===== src/rtl/grid_sweep_scheduler.sv =====
// -----------------------------------------------------------------------------
// grid_sweep_scheduler
//
// Purpose:
//   Loads a WIDTH x DEPTH occupancy grid (1 = paper, 0 = empty) row by row
//   over a valid/ready stream, presents it to an external single-sweep
//   combinational removal unit, and commits one sweep per clock until a sweep
//   removes nothing or MAX_ITER productive sweeps have been committed. The
//   accumulated result is then offered on a valid/ready result port.
//
// Optional feature (macro GRID_POPCOUNT_EN):
//   Adds res_remaining, the population count of grid_q captured on entry to
//   DONE. With the macro undefined the port and its logic are absent.
//
// Ports:
//   clk           rising-edge clock
//   reset         asynchronous active-low reset
//   abort         synchronous abort back to IDLE (clears frame and results)
//   row_valid     row_data valid
//   row_ready     block accepts a row this cycle (IDLE, LOAD)
//   row_data      one grid row, bit j = column j
//   grid_q        current frame to the sweep unit, row i at [i*WIDTH +: WIDTH]
//   grid_next     sweep unit result frame (same packing)
//   sweep_removed cells removed by the sweep unit for grid_q
//   sweep_any     sweep unit removed at least one cell
//   busy          state is LOAD or SWEEP
//   res_valid     result available (DONE)
//   res_ready     result consumer ready
//   res_total     total cells removed over all sweeps
//   res_first     cells removed by the first sweep
//   res_iters     number of productive sweeps committed
//   res_capped    stopped because res_iters reached MAX_ITER
//   res_remaining (GRID_POPCOUNT_EN) occupied cells left in the final frame
// -----------------------------------------------------------------------------
module grid_sweep_scheduler #(
  parameter int WIDTH    = 16,
  parameter int DEPTH    = 16,
  parameter int MAX_ITER = 255,
  parameter int CW       = $clog2(WIDTH*DEPTH+1),
  parameter int IW       = $clog2(MAX_ITER+1)
) (
  input  logic                   clk,
  input  logic                   reset,
  input  logic                   abort,
  input  logic                   row_valid,
  output logic                   row_ready,
  input  logic [WIDTH-1:0]       row_data,
  output logic [WIDTH*DEPTH-1:0] grid_q,
  input  logic [WIDTH*DEPTH-1:0] grid_next,
  input  logic [CW-1:0]          sweep_removed,
  input  logic                   sweep_any,
  output logic                   busy,
  output logic                   res_valid,
  input  logic                   res_ready,
  output logic [CW-1:0]          res_total,
  output logic [CW-1:0]          res_first,
  output logic [IW-1:0]          res_iters,
  output logic                   res_capped
`ifdef GRID_POPCOUNT_EN
  ,
  output logic [CW-1:0]          res_remaining
`endif
);

  localparam int N  = WIDTH * DEPTH;
  localparam int RW = (DEPTH > 1) ? $clog2(DEPTH) : 1;
  localparam logic [RW-1:0] LAST_ROW = RW'(DEPTH - 1);
  localparam logic [IW-1:0] ITER_CAP = IW'(MAX_ITER);

  typedef enum logic [1:0] {
    S_IDLE,
    S_LOAD,
    S_SWEEP,
    S_DONE
  } state_t;

  state_t          r_state;
  state_t          w_state_next;

  logic [N-1:0]    r_grid;
  logic [RW-1:0]   r_row_idx;
  logic [CW-1:0]   r_total;
  logic [CW-1:0]   r_first;
  logic [IW-1:0]   r_iters;
  logic            r_capped;

  logic            w_row_we;
  logic [RW-1:0]   w_row_sel;
  logic            w_last_row;
  logic            w_commit;
  logic [IW-1:0]   w_iters_inc;
  logic            w_cap_hit;

`ifdef GRID_POPCOUNT_EN
  logic [CW-1:0]   r_remaining;
  logic [N-1:0]    w_grid_d;

  function automatic logic [CW-1:0] popcount(input logic [N-1:0] g);
    logic [CW-1:0] c;
    c = '0;
    for (int i = 0; i < N; i++) begin
      c = c + CW'(g[i]);
    end
    return c;
  endfunction
`endif

  // Row write strobe and target row. In IDLE the incoming row is always
  // row 0, whatever the index register holds.
  assign w_row_we    = row_valid && row_ready;
  assign w_row_sel   = (r_state == S_IDLE) ? '0 : r_row_idx;
  assign w_last_row  = ((r_state == S_IDLE) && (DEPTH == 1)) ||
                       ((r_state == S_LOAD) && (r_row_idx == LAST_ROW));

  // r_iters < MAX_ITER whenever SWEEP is active, so the increment fits in IW.
  assign w_commit    = (r_state == S_SWEEP) && sweep_any;
  assign w_iters_inc = r_iters + IW'(1);
  assign w_cap_hit   = (w_iters_inc == ITER_CAP);

  // ---------------------------------------------------------------------------
  // State register
  // ---------------------------------------------------------------------------
  // NOTE: sequential state uses non-blocking assignments so every register
  // samples the pre-edge values of its neighbours, independent of block order.
  always_ff @(posedge clk or negedge reset) begin
    if (!reset) begin
      r_state <= S_IDLE;
    end else begin
      r_state <= w_state_next;
    end
  end

  // ---------------------------------------------------------------------------
  // Next-state and handshake outputs
  // ---------------------------------------------------------------------------
  // NOTE: every output of this block is given a default before the case so no
  // path leaves a signal unassigned, which would otherwise infer a latch.
  always_comb begin
    w_state_next = r_state;
    row_ready    = 1'b0;
    busy         = 1'b0;
    res_valid    = 1'b0;
    unique case (r_state)
      S_IDLE: begin
        row_ready = 1'b1;
        if (row_valid) begin
          w_state_next = (DEPTH == 1) ? S_SWEEP : S_LOAD;
        end
      end
      S_LOAD: begin
        row_ready = 1'b1;
        busy      = 1'b1;
        if (row_valid && (r_row_idx == LAST_ROW)) begin
          w_state_next = S_SWEEP;
        end
      end
      S_SWEEP: begin
        busy = 1'b1;
        if (!sweep_any || w_cap_hit) begin
          w_state_next = S_DONE;
        end
      end
      S_DONE: begin
        res_valid = 1'b1;
        if (res_ready) begin
          w_state_next = S_IDLE;
        end
      end
      default: begin
        w_state_next = S_IDLE;
      end
    endcase
    // Abort wins over any row or result handshake in the same cycle.
    if (abort) begin
      w_state_next = S_IDLE;
    end
  end

`ifdef GRID_POPCOUNT_EN
  // Frame that grid_q will hold after this edge; used to capture the final
  // occupancy on the edge that enters DONE.
  assign w_grid_d = w_commit ? grid_next : r_grid;
`endif

  // ---------------------------------------------------------------------------
  // Frame, row index and result registers
  // ---------------------------------------------------------------------------
  // NOTE: the grid frame is a plain register (not a RAM), so it is cleared by
  // reset and abort along with the counters; grid_q must read 0 after either.
  always_ff @(posedge clk or negedge reset) begin
    if (!reset) begin
      r_grid      <= '0;
      r_row_idx   <= '0;
      r_total     <= '0;
      r_first     <= '0;
      r_iters     <= '0;
      r_capped    <= 1'b0;
`ifdef GRID_POPCOUNT_EN
      r_remaining <= '0;
`endif
    end else if (abort) begin
      r_grid      <= '0;
      r_row_idx   <= '0;
      r_total     <= '0;
      r_first     <= '0;
      r_iters     <= '0;
      r_capped    <= 1'b0;
`ifdef GRID_POPCOUNT_EN
      r_remaining <= '0;
`endif
    end else begin
      if (w_row_we) begin
        for (int i = 0; i < DEPTH; i++) begin
          if (w_row_sel == RW'(i)) begin
            r_grid[i*WIDTH +: WIDTH] <= row_data;
          end
        end
        r_row_idx <= w_last_row ? '0 : (w_row_sel + RW'(1));
      end

      // A new job starts with the first row; results of the previous job are
      // held until then so the consumer may re-read them from IDLE.
      if ((r_state == S_IDLE) && row_valid) begin
        r_total     <= '0;
        r_first     <= '0;
        r_iters     <= '0;
        r_capped    <= 1'b0;
`ifdef GRID_POPCOUNT_EN
        r_remaining <= '0;
`endif
      end

      if (w_commit) begin
        r_grid   <= grid_next;
        r_total  <= r_total + sweep_removed;
        r_iters  <= w_iters_inc;
        if (r_iters == '0) begin
          r_first <= sweep_removed;
        end
        if (w_cap_hit) begin
          r_capped <= 1'b1;
        end
      end

`ifdef GRID_POPCOUNT_EN
      if ((r_state == S_SWEEP) && (!sweep_any || w_cap_hit)) begin
        r_remaining <= popcount(w_grid_d);
      end
`endif
    end
  end

  assign grid_q     = r_grid;
  assign res_total  = r_total;
  assign res_first  = r_first;
  assign res_iters  = r_iters;
  assign res_capped = r_capped;
`ifdef GRID_POPCOUNT_EN
  assign res_remaining = r_remaining;
`endif

endmodule


===== config.mk =====
export PLATFORM = sky130hd
export DESIGN_NAME = grid_sweep_scheduler
export DESIGN_NICKNAME = d
export VERILOG_FILES = /design/src/rtl/grid_sweep_scheduler.sv
export SDC_FILE = /design/constraint.sdc
export NUM_CORES = 1
export LEC_CHECK = 0
export CORE_AREA = 5 5 219 221
export DETAILED_ROUTE_END_ITERATION = 8
export DIE_AREA = 0 0 224 226
export GPL_ROUTABILITY_DRIVEN = 0
export PLACE_DENSITY = 0.59
export SLEW_MARGIN = 20
export SYNTH_ARGS = -nofsm -noshare
export SYNTH_HDL_FRONTEND = slang
export SYNTH_SLANG_ARGS = --single-unit

===== constraint.sdc =====
create_clock -name clk -period 5.52 [get_ports clk]
set_input_delay 0.828 -clock clk [delete_from_list [all_inputs] [get_ports clk]]
set_output_delay 0.828 -clock clk [all_outputs]
set_load 0.05 [all_outputs]

# Yosys cells after proc, flatten, opt, wreduce, memory -nomap -nowiden
# Index checks and enable logic that the tools add are counted.
# W data, S select, Z words.
# classes
n_eq_ne	24
mux	46
n_reduce_logical	48
add_sub_neg	3
# ops
op	count
$mux W256	3
$mux W16	16
$mux W9	7
$reduce_bool A3 Y1	18
$eq A4 B4 Y1 const B	9
$reduce_and A2 Y1	16
$mux W8	3
$eq A4 B3 Y1 const B	4
$mux W4	4
$mux W2	5
$add A9 B9 Y9	1
$add A8 B1 Y8 const B	1
$eq A4 B2 Y1 const B	2
$eq A8 B8 Y1 const B	1
$logic_not A8 Y1	1
$pmux W2 S4	1
$mux W1	7
$ne A3 B2 Y1 const B	2
$ne A3 B3 Y1 const B	2
$logic_and A1 B1 Y1	5
$add A4 B1 Y4 const B	1
$eq A2 B2 Y1 const B	2
$eq A4 B1 Y1 const B	1
$logic_not A4 Y1	1
other kinds (7)	8
# totals
elab_cells	143
inputBits	287
reg_bits	289
output_inout_bits	286

# Logic depth before layout (Yosys ltp)
# Gate-level depths: netlist (run 1).
# logic_depth
ltp_word	7
mapped_depth	11
depth_no_buf	10

# Worst setup path after synthesis (run 1)
# Ideal clock, no wire load.
# synth_timing
kind	input to register
from	input sweep_removed[0]
to	register r_total[8], in the netlist res_total[8]
required_time_ns	5.388
setup_slack_ns	3.020
path_buffers	0
cell_stages	7
arrival_time_ns	2.368
setup_ns	0.132
cell_sequence	ha_1 -> fa_1 -> a211oi_1 -> o21ai_0 -> a21oi_1 -> mux2i_1 -> o211ai_1
# synth_via
elab_chain_len	3
# synth_rtl
item	line	source
from (decl)	50	input logic [CW-1:0] sweep_removed,
$add A9 B9 Y9	235	r_total <= r_total + sweep_removed;
$mux W9	233	if (w_commit) begin
$mux W9	201	end else if (abort) begin
to (signal assigned)	235	
to (decl)	82	logic [CW-1:0] r_total;
# Every way passes these cells.
# A chain may end at the register's enable or synchronous reset.

# Worst setup path in the final report (run 1)
# layout_timing
from	register r_state[0]
to	output row_ready
# layout_via
elab_chain_len	3
word_cells_on_any_way	4
classes_between	eq/ne (1); mux (1); reduce/logical (2)
# layout_rtl
item	line	source
from (decl)	77	state_t r_state;
from (signal assigned)	129	r_state <= w_state_next;
$eq A2 B1 Y1 or $logic_not A2 Y1 (tied branches)	143	unique case (r_state)
$reduce_or A2 Y1 (no source line) (*)	--	
$mux W1 (*)	143	
to (decl)	46	output logic row_ready,
# Mark *: on every way between the ends. The rest lies on a longest branch, timed or not.

==> flow_metrics.env, run 1 <==
export IMPL_io_pins=573
export IMPL_ys_top_cells_by_area="dfrtp_1, a21oi_1, nor2_1"
export IMPL_min_path_type="in -> async"
export IMPL_dp_hpwl_um=43100
export IMPL_synth_area_um2=12800
export IMPL_status="finished, final reports clean"
export IMPL_start_util_pct=27.9
export IMPL_die_area_um2=50600
export IMPL_cts_setup_buffers=0
export IMPL_synth_warning_count=0
export IMPL_cap_viol_max_count=0
export IMPL_cp_arrival_ps=2560
export IMPL_setup_worst_path_class="reg -> out"
export IMPL_hold_violations=0
export IMPL_synthArstFlopShare_pct=100
export IMPL_core_area_um2=46000
export IMPL_wl_per_cell_um=23.0
export IMPL_synth_top_area_share_pct=56.4
export IMPL_synth_seq_cells=289
export IMPL_p_leak_uw=0.00827
export IMPL_crit_required_ps=4690
export IMPL_synth_nets=1717
export IMPL_endpoint_kind="output pin"
export IMPL_grt_antenna_before_repair=9
export IMPL_synthCells=1410
export IMPL_ys_flop_type="dfrtp_1"
export IMPL_port_buffers=572
export IMPL_clock_sinks=289
export IMPL_cts_root_buf="clkbuf_16"
export IMPL_postCtsHoldBufs=0
export IMPL_yosysSeqAreaShare_pct=56.4
export IMPL_r2r_end="grid_q[55]"
export IMPL_reg2reg_from="r_state[0]"
export IMPL_worstPathMaxFanout=15
export IMPL_grt_pass1_vias=12600
export IMPL_grt_util_all_layers_pct=22.3
export IMPL_p_per_area_nw_per_um2=492
export IMPL_cts_tree="built"
export IMPL_antenna_left=0
export IMPL_crit_path_start_kind="register"
export IMPL_tns_ps=0
export IMPL_cts_resized=0
export IMPL_die_x_um=224
export IMPL_max_slew_margin_pct=31.2
export IMPL_rows=79
export IMPL_cts_made_buffers=34
export IMPL_ys_types=47
export IMPL_drv_slew=0
export IMPL_drive_gt1_share_pct=6.27
export IMPL_tightestPinTransition_ps=1030
export IMPL_drtIter0Drc=863
export IMPL_ff2ff_path_depth=8
export IMPL_irDropWorstVdd_uv=366
export IMPL_period_share_pct=61.4
export IMPL_nNetsFinal=2243
export IMPL_grt_max_degree=115
export IMPL_clk_pin_slew_ps=60
export IMPL_layout_common_cells="clkdlybuf4s50_1, a21oi_1, dfrtp_1"
export IMPL_num_vias=12700
export IMPL_firstDrtPassIters=6
export IMPL_max_freq_mhz=295
export IMPL_place_inst=2505
export IMPL_fin_util_pct=44.2
export IMPL_drt_total_wl_um=59400
export IMPL_clk_latency_ps=540
export IMPL_synth_edf_count=0
export IMPL_grt_setup_unrepaired="false"
export IMPL_vias_per_cell=4.95
export IMPL_ff2ff_setup_slack_ps=2460
export IMPL_h_tree_depth=2
export IMPL_hold_slack_ps=291
export IMPL_finClkSkew_ps=16.4
export IMPL_yosys_area_top_type="dfrtp_1"
export IMPL_fin_cells=2576
export IMPL_min_period_ps=3390
export IMPL_grt_ovfl_total=0
export IMPL_synth_avg_cell_area_um2=9.10
export IMPL_clockBufferDepth=3
export IMPL_final_common_cell="clkdlybuf4s50_1"
export IMPL_finalSetupViolCount=0
export IMPL_drc=0
export IMPL_die_y_um=226
export IMPL_syn_to_final_growth_pct=58.4
export IMPL_grt_pass1_wl_um=84300
==> critical path: stages, from the launching register on <==
cell and delay (ps):
dfrtp_1 400, inv_1 110, ha_1 480, or2_2 230, clkdlybuf4s50_1 800
==> through the flow <==
| step | worst slack (ps) | instance area, µm² | power [µW] |
|---|---|---|---|
| after floorplan | 3020 | 12800 | 5850 |
| after global placement | 2100 | 19100 | 7690 |
| after detailed placement | 1980 | 19100 | 7740 |
| after CTS | 2090 | 20300 | 10100 |
| after global routing | 1950 | 20300 | 10400 |
| final | 2130 | 20300 | 10000 |
==> worst max-delay path by stage <==
stage | depth (start not counted) | endpoint | start
2_1_floorplan | 7 | res_total[8] | sweep_removed[0]
3_3_place_gp | 7 | grid_q[52] | abort
3_5_place_dp | 7 | grid_q[52] | abort
4_1_cts | 4 | row_ready | r_state[0]
5_1_grt | 4 | row_ready | r_state[0]
6_report | 4 | row_ready | r_state[0]
==> logic make-up (layout without fill, tap and decap cells) <==
group           after synthesis  after routing  synth area share (%)
compound gates              590            590                  24.0
mux                           3              3                 0.234
flops                       289            289                  56.4
other cells                   0              7                     0
xor+xnor                      9              9                 0.614
buf+inv                     135            687                  5.05
fa+ha+maj                    20             20                  2.01
simple gates                364            364                  11.8
==> Yosys cell counts, drive strengths merged (3+ instances only) <==
master / number
nand2b: 4
clkbuf: 43
dfrtp: 289
and3: 3
nand4: 3
inv: 10
mux2i: 3
a21oi: 512
nand2: 46
a22o: 3
ha: 19
nand3: 14
and2: 17
a31oi: 4
nor2: 260
o21ai: 54
a22oi: 3
o211ai: 3
xor2: 5
nor3: 6
buf: 82
xnor2: 4
==> layer usage <==
layer | global-route usage (%) | up-vias | wire length [µm]
met4 | 7.31 | 2 | 1810
met2 | 38.2 | 562 | 29700
met3 | 6.33 | 98 | 4870
met5 | 0 | - | 13
li1 | - | 5918 | -
met1 | 27.1 | 6160 | 23000
==> final cells by class <==
class	count	area [µm²]
clock inverters	7	78.8
clock buffers	55	1060
diodes	7	17.5
well taps	607	759
multi-input cells	986	4990
flip-flops and latches	289	7230
repair buffers	615	6140
inverters	10	37.5
fillers	4470	25600
==> power by group <==
group          internal [µW]  total (µW)  switching [µW]
registers               2650        2970             318
logic                   1500        4720            3220
clock network           1370        2310             940
total                   5520       10000            4480
==> flip-flops by register name (all words and copies together), names as in the netlist <==
register and flops:
res_capped 1, grid_q 256, r_row_idx 4, r_state 2, res_first 9, res_total 9
res_iters 8
No activity file was read; power rests on OpenSTA's default activity.
==> run 2: changes to the inputs <==
clock period = 3.5 ns   (was 5.52 ns; I/O delays follow)
==> run 2 against run 1 <==
  * Hold slack worse by 250 ps
  * Cell count did not move
  * Utilization about the same
  * Global-route usage barely moved
  * Die area did not move
  * Critical endpoint unchanged
==> flow_metrics.env, run 2 (synthesis gave the netlist of run 1 again) <==
export IMPL_crit_required_ps=2970
export IMPL_irDropWorstVdd_uv=397
export IMPL_drt_total_wl_um=59500
export IMPL_drive_gt1_share_pct=6.41
export IMPL_vias_per_cell=4.97
export IMPL_min_period_ps=3120
export IMPL_layout_common_cells="clkdlybuf4s50_1, a21oi_1, dfrtp_1"
export IMPL_max_slew_margin_pct=35.9
export IMPL_crit_path_start_kind="register"
export IMPL_cp_slowest_cell="clkdlybuf4s50_1"
export IMPL_status="finished, final reports clean"
export IMPL_drv_slew=0
export IMPL_clock_sinks=289
export IMPL_p_leak_uw=0.00827
export IMPL_antenna_left=0
export IMPL_grt_antenna_before_repair=6
export IMPL_die_y_um=226
export IMPL_grt_pass1_wl_um=84300
export IMPL_ff2ff_setup_slack_ps=710
export IMPL_min_path_type="in -> async"
export IMPL_cts_tree="built"
export IMPL_path_cells="inv_1 > ha_1 > or2_2 > clkdlybuf4s50_1"
export IMPL_grt_pass1_vias=12500
export IMPL_clockBufferDepth=3
export IMPL_clk_latency_ps=550
export IMPL_period_share_pct=89.3
export IMPL_syn_to_final_growth_pct=58.4
export IMPL_grt_max_degree=106
export IMPL_grt_setup_unrepaired="false"
export IMPL_drc=0
export IMPL_cts_resized=0
export IMPL_grt_util_all_layers_pct=22.3
export IMPL_max_freq_mhz=320
export IMPL_h_tree_depth=2
export IMPL_cp_arrival_ps=2600
export IMPL_postCtsHoldBufs=0
export IMPL_final_common_cell="clkdlybuf4s50_1"
export IMPL_cts_root_buf="clkbuf_16"
export IMPL_cts_made_buffers=35
export IMPL_cts_setup_buffers=0
export IMPL_start_util_pct=27.9
export IMPL_setup_worst_path_class="reg -> out"
export IMPL_cap_viol_max_count=0
export IMPL_worstPathMaxFanout=15
export IMPL_tightestPinTransition_ps=958
export IMPL_die_area_um2=50600
export IMPL_port_buffers=572
export IMPL_rows=79
export IMPL_core_area_um2=46000
export IMPL_nNetsFinal=2247
export IMPL_finalSetupViolCount=0
export IMPL_die_x_um=224
export IMPL_endpoint_kind="output pin"
export IMPL_power_uw=15700
export IMPL_p_per_area_nw_per_um2=772
export IMPL_hold_violations=0
export IMPL_wl_per_cell_um=23.1
export IMPL_finClkSkew_ps=18.6
export IMPL_max_stage_delay_ps=840
export IMPL_io_pins=573
export IMPL_drtIter0Drc=978
export IMPL_tns_ps=0
export IMPL_largest_register_ffs=256
export IMPL_clk_pin_slew_ps=60
export IMPL_num_vias=12800
export IMPL_firstDrtPassIters=5
export IMPL_grt_ovfl_total=0
export IMPL_dp_hpwl_um=42900
## run 2: layer usage
metal  global-route usage (%)  share of wire, %
met2                     36.7                48
met3                     7.45               9.2
met1                     26.9                39
met5                        0             0.069
met4                     9.07               4.2
## run 2: power by group
group          internal (µW)  total, µW  switching [µW]  leakage (µW)
Combinational           2370       7450            5080       0.00419
Clock                   2050       3550            1500      0.000546
Sequential              4180       4680             505       0.00353
Total                   8600      15700            7090       0.00827
## run 2: area by class of cell
class	count	area (µm²)
Inverter	10	37.5
Fill cell	4458	25600
Clock buffer	51	1030
Sequential cell	289	7230
Tap cell	607	759
Clock inverter	12	80.1
Multi-Input combinational cell	986	4990
Timing Repair Buffer	618	6190
Antenna cell	3	7.51
## run 2: final timing paths
| check | startpoint | endpoint | depth (start not counted) |
|---|---|---|---|
| worst max-delay path | r_state[0] | row_ready | 4 |
| worst min-delay path | reset | grid_q[59] | 1 |
| worst max register to register | r_state[0] | grid_q[137] | 8 |
| worst min register to register | grid_q[56] | grid_q[56] | 2 |
| max in group asynchronous | reset | grid_q[133] | 2 |
| min in group clk | grid_q[56] | grid_q[56] | 2 |
## run 2: metrics by stage
stage                     utilization (%)  area [µm²]  worst slack (ps)  hold WS, ps  std cells
after floorplan                         -       12800              1180          229       1410
after global placement               41.8       19200               655          464       2510
after detailed placement             41.8       19200               659          472       2510
after CTS                            44.2       20300               330         73.3       2573
after global routing                 44.2       20300               242          108       2575
final                                44.2       20300               376         44.5       2576
## run 2: worst max-delay path: cells and delay by family (launching register included)
kind | cells | cell delay [ps]
buf+inv | 2 | 950
fa+ha+maj | 1 | 520
flops | 1 | 400
simple gates | 1 | 200
